[src/rtl/hilo_muldiv.sv]
// ============================================================================
// Module   : hilo_muldiv
// Brief    : Iterative MIPS-style multiply/divide unit owning the HI/LO pair.
//            Optional macro MULDIV_FAST_MUL_EN selects a single-cycle multiplier.
// Revision : 1.0 - initial release
// ============================================================================
`default_nettype none

module hilo_muldiv #(
    parameter int W = 32
) (
    input  logic         clk,
    input  logic         rst,
    input  logic         start,
    input  logic [2:0]   op,
    input  logic [W-1:0] a,
    input  logic [W-1:0] b,
    output logic         busy,
    output logic         done,
    output logic [W-1:0] hiOut,
    output logic [W-1:0] loOut
);

    localparam int           CW       = $clog2(W);
    localparam logic [CW-1:0] CNT_LAST = CW'(W - 1);

    localparam logic [2:0] OP_MTHI = 3'b100;
    localparam logic [2:0] OP_MTLO = 3'b101;

    localparam logic [0:0] S_IDLE = 1'b0;
    localparam logic [0:0] S_RUN  = 1'b1;

    logic [0:0]    state_q, state_d;
    logic [CW-1:0] cnt_q, cnt_d;
    logic [W-1:0]  hi_q, hi_d;
    logic [W-1:0]  lo_q, lo_d;
    logic [W-1:0]  wh_q, wh_d;     // working upper half (partial product / remainder)
    logic [W-1:0]  wl_q, wl_d;     // working lower half (multiplier / dividend->quotient)
    logic [W-1:0]  dvs_q, dvs_d;   // magnitude of b
    logic          mul_q, mul_d;
    logic          negq_q, negq_d;
    logic          negr_q, negr_d;
    logic          div0_q, div0_d;
    logic          done_q, done_d;

    logic            w_accept;
    logic            w_iter_op;
    logic            w_signed;
    logic [W-1:0]    w_mag_a;
    logic [W-1:0]    w_mag_b;
    logic [W:0]      w_madd;
    logic [W-1:0]    w_mul_hi, w_mul_lo;
    logic [W:0]      w_shift;
    logic            w_qbit;
    logic [W-1:0]    w_div_hi, w_div_lo;
    logic [W-1:0]    w_step_hi, w_step_lo;
    logic [2*W-1:0]  w_mul_raw;
    logic [2*W-1:0]  w_mul_fix;
    logic [W-1:0]    w_fin_hi, w_fin_lo;
    logic            w_last;

    assign w_accept  = (state_q == S_IDLE) && start;
    assign w_iter_op = ~op[2];
    assign w_signed  = ~op[0];
    assign w_mag_a   = (w_signed && a[W-1]) ? -a : a;
    assign w_mag_b   = (w_signed && b[W-1]) ? -b : b;

    // Shift-add multiply step: conditionally add multiplicand, shift pair right.
    assign w_madd   = {1'b0, wh_q} + (wl_q[0] ? {1'b0, dvs_q} : {(W+1){1'b0}});
    assign w_mul_hi = w_madd[W:1];
    assign w_mul_lo = {w_madd[0], wl_q[W-1:1]};

    // Restoring divide step: shift remainder left, try subtracting the divisor.
    assign w_shift  = {wh_q, wl_q[W-1]};
    assign w_qbit   = (w_shift >= {1'b0, dvs_q});
    assign w_div_hi = w_qbit ? W'(w_shift - {1'b0, dvs_q}) : w_shift[W-1:0];
    assign w_div_lo = {wl_q[W-2:0], w_qbit};

    assign w_step_hi = mul_q ? w_mul_hi : w_div_hi;
    assign w_step_lo = mul_q ? w_mul_lo : w_div_lo;

`ifdef MULDIV_FAST_MUL_EN
    assign w_mul_raw = {{W{1'b0}}, wl_q} * {{W{1'b0}}, dvs_q};
    assign w_last    = mul_q || (cnt_q == CNT_LAST);
`else
    assign w_mul_raw = {w_step_hi, w_step_lo};
    assign w_last    = (cnt_q == CNT_LAST);
`endif

    // Sign fix-up; a zero divisor forces LO to all-ones and HI back to a.
    assign w_mul_fix = negq_q ? -w_mul_raw : w_mul_raw;

    always_comb begin
        w_fin_hi = w_mul_fix[2*W-1:W];
        w_fin_lo = w_mul_fix[W-1:0];
        if (!mul_q) begin
            w_fin_hi = negr_q ? -w_step_hi : w_step_hi;
            if (div0_q) begin
                w_fin_lo = {W{1'b1}};
            end else begin
                w_fin_lo = negq_q ? -w_step_lo : w_step_lo;
            end
        end
    end

    always_ff @(posedge clk) begin
        if (rst) begin
            state_q <= S_IDLE;
            cnt_q   <= '0;
            hi_q    <= '0;
            lo_q    <= '0;
            wh_q    <= '0;
            wl_q    <= '0;
            dvs_q   <= '0;
            mul_q   <= 1'b0;
            negq_q  <= 1'b0;
            negr_q  <= 1'b0;
            div0_q  <= 1'b0;
            done_q  <= 1'b0;
        end else begin
            state_q <= state_d;
            cnt_q   <= cnt_d;
            hi_q    <= hi_d;
            lo_q    <= lo_d;
            wh_q    <= wh_d;
            wl_q    <= wl_d;
            dvs_q   <= dvs_d;
            mul_q   <= mul_d;
            negq_q  <= negq_d;
            negr_q  <= negr_d;
            div0_q  <= div0_d;
            done_q  <= done_d;
        end
    end

    always_comb begin
        state_d = state_q;
        case (state_q)
            S_IDLE:  if (w_accept && w_iter_op) state_d = S_RUN;
            S_RUN:   if (w_last) state_d = S_IDLE;
            default: state_d = S_IDLE;
        endcase
    end

    always_comb begin
        cnt_d  = cnt_q;
        hi_d   = hi_q;
        lo_d   = lo_q;
        wh_d   = wh_q;
        wl_d   = wl_q;
        dvs_d  = dvs_q;
        mul_d  = mul_q;
        negq_d = negq_q;
        negr_d = negr_q;
        div0_d = div0_q;
        done_d = 1'b0;
        if (w_accept) begin
            if (w_iter_op) begin
                cnt_d  = '0;
                wh_d   = '0;
                wl_d   = w_mag_a;
                dvs_d  = w_mag_b;
                mul_d  = ~op[1];
                negq_d = w_signed && (a[W-1] ^ b[W-1]);
                negr_d = w_signed && a[W-1];
                div0_d = (b == '0);
            end else if (op == OP_MTHI) begin
                hi_d = a;
            end else if (op == OP_MTLO) begin
                lo_d = a;
            end
        end else if (state_q == S_RUN) begin
            if (w_last) begin
                hi_d   = w_fin_hi;
                lo_d   = w_fin_lo;
                done_d = 1'b1;
            end else begin
                wh_d  = w_step_hi;
                wl_d  = w_step_lo;
                cnt_d = cnt_q + CW'(1);
            end
        end
    end

    always_comb begin
        busy  = (state_q == S_RUN);
        done  = done_q;
        hiOut = hi_q;
        loOut = lo_q;
    end

endmodule

`default_nettype wire

[config.mk]
export PLATFORM = sky130hd
export DESIGN_NAME = hilo_muldiv
export DESIGN_NICKNAME = d
export VERILOG_FILES = /design/src/rtl/hilo_muldiv.sv
export SDC_FILE = /design/constraint.sdc
export NUM_CORES = 1
export LEC_CHECK = 0
export CORE_MARGIN = 8
export CORE_UTILIZATION = 48
export DETAILED_ROUTE_END_ITERATION = 8
export GPL_TIMING_DRIVEN = 1
export PLACE_DENSITY_LB_ADDON = 0.2
export SETUP_SLACK_MARGIN = 0.3
export SYNTH_ARGS = -nofsm -noshare
export SYNTH_HDL_FRONTEND = slang
export SYNTH_SLANG_ARGS = --single-unit
[constraint.sdc]
create_clock -name clk -period 10.25 [get_ports clk]
set_clock_uncertainty 0.2 [all_clocks]
set_input_delay 1.025 -clock clk [delete_from_list [all_inputs] [get_ports clk]]
set_output_delay 1.025 -clock clk [all_outputs]
set_load 0.02 [all_outputs]
==> flow_summary.json, run 1 <==
{
  "initial_core_util": 0.4815,
  "post_synth_most_frequent_cells": "sky130_fd_sc_hd__nand2_1 (254), sky130_fd_sc_hd__nor2_1 (221), sky130_fd_sc_hd__a21oi_1 (171), sky130_fd_sc_hd__dfxtp_1 (171), sky130_fd_sc_hd__o21ai_0 (139)",
  "hold_viol_final": 0,
  "post-route-period-util": 0.5941,
  "pwr_cell_area_nw_per_um2": 167.3,
  "seq_power_share": 0.264,
  "sw_frac_of_total": 0.4626,
  "cell_internal_pwr_mw": 1.541,
  "setup_violations": 0,
  "die_y_um": 193.0,
  "dp_slack_ps": 4359,
  "netlist_area_um2": 15040,
  "numPlacedInstances": 2505,
  "ctsRootBufferMaster": "sky130_fd_sc_hd__clkbuf_16",
  "post_cts_hold_buffer_count": 0,
  "clock_path_buffers": 2,
  "average_vias_per_placed_instance": 6.392,
  "synth-seq-area-share": 0.2277,
  "slowest_stage": "sky130_fd_sc_hd__a2111oi_2",
  "postSynthAreaPerCell_um2": 7.229,
  "drt_iter0_markers": 1837,
  "design.final.nets": 2264,
  "cts.reportedPaths.clkPinSlew_ps": 70,
  "cts_made_buffers": 17,
  "yosys_register_bits": 171,
  "core_region_area_um2": 31230,
  "synth.most_common_cell": "sky130_fd_sc_hd__nand2_1",
  "maximum_capacitance_violations": 0,
  "post-route-min-period_ps": 6090,
  "reg2reg_setup_slack_ps": 4160,
  "relSlewSlack": 0.2128,
  "detailedRoute.firstPassIterationCount": 7,
  "synth_warnings": 0,
  "power.switching_mw": 1.326,
  "sinks_on_the_clock_net": 171,
  "postCtsResizedCells": 0,
  "netlist.top_cell.by_area": "sky130_fd_sc_hd__dfxtp_1",
  "grt_max_degree": 90,
  "global_route_wire_length_before_repair_um": 89070,
  "yosys_most_used_dff": "sky130_fd_sc_hd__dfxtp_1",
  "fmax_mhz": 164.2,
  "fin_ws_ps": 4160,
  "status": "finished clean",
  "post-layout-total-power_mw": 2.866,
  "critical_path_class": "reg -> reg",
  "netlist_top_cells_area": "sky130_fd_sc_hd__dfxtp_1 (23%), sky130_fd_sc_hd__nand2_1 (6.3%), sky130_fd_sc_hd__ha_1 (5.8%), sky130_fd_sc_hd__a21oi_1 (5.7%), sky130_fd_sc_hd__nor2_1 (5.5%)",
  "num_vias": 16210,
  "worst_skew_pair.late_latency_ps": 450,
  "synth.net_count": 2222,
  "detailed_place_hpwl_um": 43900,
  "final_antenna_net_count": 0,
  "cts_post_setup_buffers_inserted": 0,
  "die_w_um": 193.0,
  "routed_wirelength_um": 58350,
  "fin_tns_setup_ps": 0,
  "slew_viol_final": 0,
  "crit_path_start_kind": "register",
  "number_of_enable_flip_flop_cells_after_synthesis": 0,
  "initial_antenna_violation_count": 0,
  "async_reset_ff_frac": 0,
  "cp_data_arrival_time_ps": 6230,
  "timing.reg2reg.worst_path_depth": 21,
  "fin_util": 0.5486,
  "power.clock.fraction": 0.239,
  "vdd.ir_drop.worst_uv": 154.9,
  "cpPeakStageDelay_ps": 660,
  "worst_hold_path.num_cells": 2,
  "grt_overflow": 0,
  "clock_tree_from_tritoncts": "done",
  "routed_wire_length_per_instance_um": 23.01,
  "design.portCount": 136,
  "htree_num_levels": 4,
  "timing_worst_slew_pin_value_ps": 1168,
  "synth_cell_types": 92,
  "syn-instance-count": 2080,
  "worst-endpoint-required_ps": 10390,
  "grt.total_usage": 0.3087,
  "first_global_vias": 15160,
  "overall_die_area_um2": 37240,
  "power.leakage_nw": 6.577,
  "worstHoldPathType": "reg -> reg",
  "cell_rows": 65,
  "syn2layout_area_growth_pct": 13.96,
  "grt_setup_unrepaired": "false",
  "diodes": 0,
  "cp-end-kind": "register",
  "share_of_the_synthesized_area_in_the_top_cell_type": 0.2277,
  "drive_above_1_share": 0.05436,
  "combinationalPowerShare": 0.497,
  "portBuffers": 135,
  "crit_path_max_fanout": 8,
  "path_cells": "inv_1, ha_1, a21oi_1, o21ai_1, a2111oi_2, nand3_1, nor3_1, buf_4, o21bai_1, ha_1, and2_1, nand3_1, nor2_1, nand4b_1, or2_2, nand2_1, nand2_1, nor4_1, a31oi_1, xnor2_1, a221oi_1",
  "finish.cell_count_without_fillers": 2536,
  "gp_congestion": 0.9885,
  "route.detailed.drc": 0
}
==> critical path, delay by kind of cell, from the launching register on <==
kind	cells	cell delay (ps)
AOI/OAI and AO/OA	6	1620
adders and majority gates	2	550
xor gates and xnor gates	1	180
and+or+nand+nor	10	2810
buffers and inverters	2	270
DFF	1	360
==> worst paths after layout <==
check	from	end
hold reg to reg	hiOut[1]$_SDFFE_PP0P_	hiOut[1]$_SDFFE_PP0P_
setup reg to reg	dvs_q[28]$_SDFFE_PP0P_	hiOut[30]$_SDFFE_PP0P_
setup / recovery	dvs_q[28]$_SDFFE_PP0P_	hiOut[30]$_SDFFE_PP0P_
hold / removal	hiOut[1]$_SDFFE_PP0P_	hiOut[1]$_SDFFE_PP0P_
==> power by group through the flow <==
| stage | Combinational [mW] | Clock, mW | Sequential (mW) |
|---|---|---|---|
| after floorplan | 0.957 | 0 | 0.753 |
| after global placement | 1.38 | 0 | 0.769 |
| after detailed placement | 1.38 | 0 | 0.769 |
| after CTS | 1.39 | 0.691 | 0.754 |
| after global routing | 1.53 | 0.717 | 0.761 |
| final | 1.42 | 0.685 | 0.757 |
==> per-stage QoR <==
stage               hold slack, ps  area, um^2
floorplan                    240.3       15040
CTS                          275.7       17130
finish                       273.0       17130
detailed placement           264.8       16540
global route                 298.4       17130
global placement             255.4       16540
==> area by class of cell <==
cell class,count,area [um^2]
repair buffers,157,1514
inverters,68,255.2
flip-flops and latches,171,3427
clock inverters,14,168.9
fillers,3094,14100
clock buffers,17,425.4
well taps,402,503.0
multi-input cells,1707,10840
==> metal layers <==
metal	up-vias	GRT usage	routed length (um)	share of wire
li1	7639	-	-	-
met1	7679	0.4433	26870	0.46
met2	801	0.4633	24720	0.42
met3	90	0.05845	5357	0.092
met4	0	0.08669	1405	0.024
met5	-	0	0	0
==> sequential cells by signal, indices dropped and copies added, names as in the netlist <==
name / count
wh_q: 32
loOut: 32
dvs_q: 32
done: 1
mul_q: 1
wl_q: 32
negq_q: 1
negr_q: 1
busy: 1
div0_q: 1
hiOut: 32
cnt_q: 5
==> logic make-up (layout without fill, tap and decap cells) <==
group,after synthesis,count (layout),share of synthesized area
XOR/XNOR,151,151,0.08796
AND/OR/NAND/NOR,769,769,0.2420
buffers and inverters,202,256,0.05334
AO/OA/AOI/OAI,673,673,0.2992
flip-flops,171,171,0.2277
adder cells (fa/ha/maj),72,72,0.06091
multiplexers,42,42,0.02888
==> placed cells by master, fill, tap and decap left out, types with 21 or more instances in the layout <==
master,n
sky130_fd_sc_hd__dfxtp_1,170
sky130_fd_sc_hd__inv_1,67
sky130_fd_sc_hd__buf_4,23
sky130_fd_sc_hd__ha_1,70
sky130_fd_sc_hd__o31ai_1,24
sky130_fd_sc_hd__o21ai_0,139
sky130_fd_sc_hd__and3_1,21
sky130_fd_sc_hd__a21o_1,32
sky130_fd_sc_hd__xor2_1,85
sky130_fd_sc_hd__a31oi_1,58
sky130_fd_sc_hd__o211ai_1,44
sky130_fd_sc_hd__a211oi_1,54
sky130_fd_sc_hd__mux2i_1,31
sky130_fd_sc_hd__nor2_1,219
sky130_fd_sc_hd__nor3_1,50
sky130_fd_sc_hd__and2_1,37
sky130_fd_sc_hd__or3_1,22
sky130_fd_sc_hd__nand2_1,254
sky130_fd_sc_hd__nand3_1,44
sky130_fd_sc_hd__a21oi_1,171
sky130_fd_sc_hd__xnor2_1,66
sky130_fd_sc_hd__clkdlybuf4s50_1,134
(Power assumes the default switching activity.)
==> inputs of run 2 (changes only) <==
- clock period: 10.25 -> 5.3 ns (I/O delays scaled with it)
==> run 2 against run 1 <==
  * Cell area grew 4.1%
  * Via count increased by 1.5%
  * Worst setup slack worse by 3700 ps
  * Critical endpoint unchanged
  * Largest cell class unchanged
  * Highest routed layer unchanged
==> flow_summary.json, run 2 (synthesized netlist as in run 1, its figures left out) <==
{
  "status": "finished clean",
  "fin_ws_ps": 444.2,
  "power.leakage_nw": 6.973,
  "timing_endpoint_of_the_critical_path": "hiOut[30]$_SDFFE_PP0P_",
  "diodes": 0,
  "cp-end-kind": "register",
  "clock_path_buffers": 2,
  "timing.reg2reg.worst_path_depth": 18,
  "detailed_place_hpwl_um": 44040,
  "slew_viol_final": 0,
  "syn2layout_area_growth_pct": 18.59,
  "grt_setup_unrepaired": "true",
  "portBuffers": 135,
  "critPathTopFamily": "compound AO/OA/AOI/OAI gates",
  "core_region_area_um2": 31230,
  "global_route_wire_length_before_repair_um": 87490,
  "setup_violations": 0,
  "worst-endpoint-required_ps": 5460,
  "die_w_um": 193.0,
  "path_cells": "inv_1, ha_1, nor2b_4, o2111ai_2, a211oi_2, o211ai_4, a2111oi_4, buf_6, nor2_2, buf_4, a22oi_1, o2111ai_1, or3_4, nor4_2, buf_4, a31oi_1, xnor2_1, a221oi_1",
  "critical_path_class": "reg -> reg",
  "clock_tree_from_tritoncts": "done",
  "routed_wire_length_per_instance_um": 22.16,
  "numPlacedInstances": 2571,
  "critical_path.reg2reg.endpoint": "hiOut[30]$_SDFFE_PP0P_",
  "maximum_capacitance_violations": 0,
  "initial_core_util": 0.4815,
  "die_y_um": 193.0,
  "hold_viol_final": 0,
  "fin_tns_setup_ps": 0,
  "slowest_stage": "sky130_fd_sc_hd__a2111oi_4",
  "crit_path_start_kind": "register",
  "fin_util": 0.5710,
  "worstHoldPathType": "reg -> reg",
  "post-route-period-util": 0.9162,
  "cp_data_arrival_time_ps": 5020,
  "pwr_cell_area_nw_per_um2": 329.0,
  "timing_worst_slew_pin_value_ps": 1238,
  "regToRegStartpoint": "dvs_q[1]$_SDFFE_PP0P_",
  "grt.total_usage": 0.3035,
  "routed_wirelength_um": 57780,
  "gp_congestion": 0.9954,
  "drt_iter0_markers": 2034,
  "design.final.nets": 2334,
  "final_design_area_no_fill_um2": 17830,
  "average_vias_per_placed_instance": 6.309,
  "fmax_mhz": 205.9,
  "critical-path-top-cell-by-count": "sky130_fd_sc_hd__buf_4",
  "final_antenna_net_count": 0,
  "cpPeakStageDelay_ps": 450,
  "dp_slack_ps": 144.8,
  "num_vias": 16450,
  "placed_area_um2": 17050,
  "sinks_on_the_clock_net": 171,
  "post_cts_hold_buffer_count": 0,
  "htree_num_levels": 4,
  "relSlewSlack": 0.1744,
  "cts.reportedPaths.clkPinSlew_ps": 80,
  "worst_skew_pair.late_latency_ps": 470,
  "detailedRoute.firstPassIterationCount": 6,
  "layout.cells.most_common": "sky130_fd_sc_hd__nand2_1",
  "ctsRootBufferMaster": "sky130_fd_sc_hd__clkbuf_16",
  "cell_rows": 65,
  "grt_overflow": 0,
  "drive_above_1_share": 0.09478,
  "crit_cells": 18,
  "grt_max_degree": 89,
  "reg2reg_setup_slack_ps": 440,
  "number_of_buffers_and_inverters_on_the_critical_path": 4,
  "highest_count_cells_in_the_layout_ignoring_fill_and_taps": "sky130_fd_sc_hd__nand2_1 (254), sky130_fd_sc_hd__nor2_1 (217), sky130_fd_sc_hd__a21oi_1 (169)",
  "overall_die_area_um2": 37240,
  "critical_path_launch_point": "dvs_q[1]$_SDFFE_PP0P_",
  "vdd.ir_drop.worst_uv": 290.0,
  "first_global_vias": 15200,
  "crit_path_max_fanout": 11,
  "finish.cell_count_without_fillers": 2607,
  "post-route-min-period_ps": 4856,
  "initial_antenna_violation_count": 0,
  "cts_made_buffers": 17,
  "route.detailed.drc": 0,
  "design.portCount": 136
}
[run 2: cell types whose count changed in the layout (fill, tap and decap cells not counted), sizes merged]
cell and change:
clkinvlp -3, clkbuf +3, clkinv -1, bufinv +1, buf +70, inv +1
[run 2: cell type report]
class	count	area [um^2]
clock buffers	20	446.7
clock inverters	12	162.7
fillers	3020	13400
inverters	68	255.2
multi-input cells	1707	10970
flip-flops and latches	171	3432
well taps	402	503.0
repair buffers	227	2059
[run 2: metrics by stage]
step / power (mW) / hold slack, ps
after floorplan: 3.307 / 240.3
after global placement: 4.331 / 259.0
after detailed placement: 4.348 / 276.7
after CTS: 5.715 / 286.5
after global routing: 6.146 / 309.9
final: 5.867 / 288.6
[run 2: worst reg2reg max path: stages (launching register included)]
cell and delay, ps:
sky130_fd_sc_hd__dfxtp_2 430, sky130_fd_sc_hd__inv_1 110, sky130_fd_sc_hd__ha_1 310, sky130_fd_sc_hd__nor2b_4 180, sky130_fd_sc_hd__o2111ai_2 170, sky130_fd_sc_hd__a211oi_2 340, sky130_fd_sc_hd__o211ai_4 150, sky130_fd_sc_hd__a2111oi_4 450
sky130_fd_sc_hd__buf_6 230, sky130_fd_sc_hd__nor2_2 120, sky130_fd_sc_hd__buf_4 200, sky130_fd_sc_hd__a22oi_1 300, sky130_fd_sc_hd__o2111ai_1 190, sky130_fd_sc_hd__or3_4 440, sky130_fd_sc_hd__nor4_2 270, sky130_fd_sc_hd__buf_4 170
sky130_fd_sc_hd__a31oi_1 100, sky130_fd_sc_hd__xnor2_1 170, sky130_fd_sc_hd__a221oi_1 220
[run 2: worst min path at each step]
stage                                      start                endpoint  slack (ps)  depth (start not counted)
after floorplan           dvs_q[31]$_SDFFE_PP0P_  dvs_q[31]$_SDFFE_PP0P_         240                          2
after global placement     cnt_q[4]$_SDFFE_PP0P_   cnt_q[4]$_SDFFE_PP0P_         260                          2
after detailed placement  hiOut[17]$_SDFFE_PP0P_  hiOut[17]$_SDFFE_PP0P_         280                          2
after CTS                 hiOut[17]$_SDFFE_PP0P_  hiOut[17]$_SDFFE_PP0P_         290                          2
after global routing       hiOut[1]$_SDFFE_PP0P_   hiOut[1]$_SDFFE_PP0P_         310                          2
final                      hiOut[1]$_SDFFE_PP0P_   hiOut[1]$_SDFFE_PP0P_         290                          2
[run 2: routing by layer]
metal | vias up | wire (um) | GRT usage | part of all wire
met5 | - | 0 | 0 | 0
met4 | 0 | 2201 | 0.1254 | 0.038
met3 | 124 | 4714 | 0.05701 | 0.082
met2 | 802 | 24950 | 0.4600 | 0.43
met1 | 7738 | 25920 | 0.4176 | 0.45
li1 | 7784 | - | - | -
[run 2: power by group]
| part | internal, mW | switching (mW) | leakage (nW) |
|---|---|---|---|
| logic | 1.17 | 1.88 | 5.28 |
| registers | 1.36 | 0.0876 | 1.39 |
| clock network | 0.763 | 0.602 | 0.303 |
[run 2: timing repair]
action	in CTS	in global routing
setup buffers	0	4
endpoints found under the setup margin	7	27
pin swaps	0	10
resized for setup	4	35
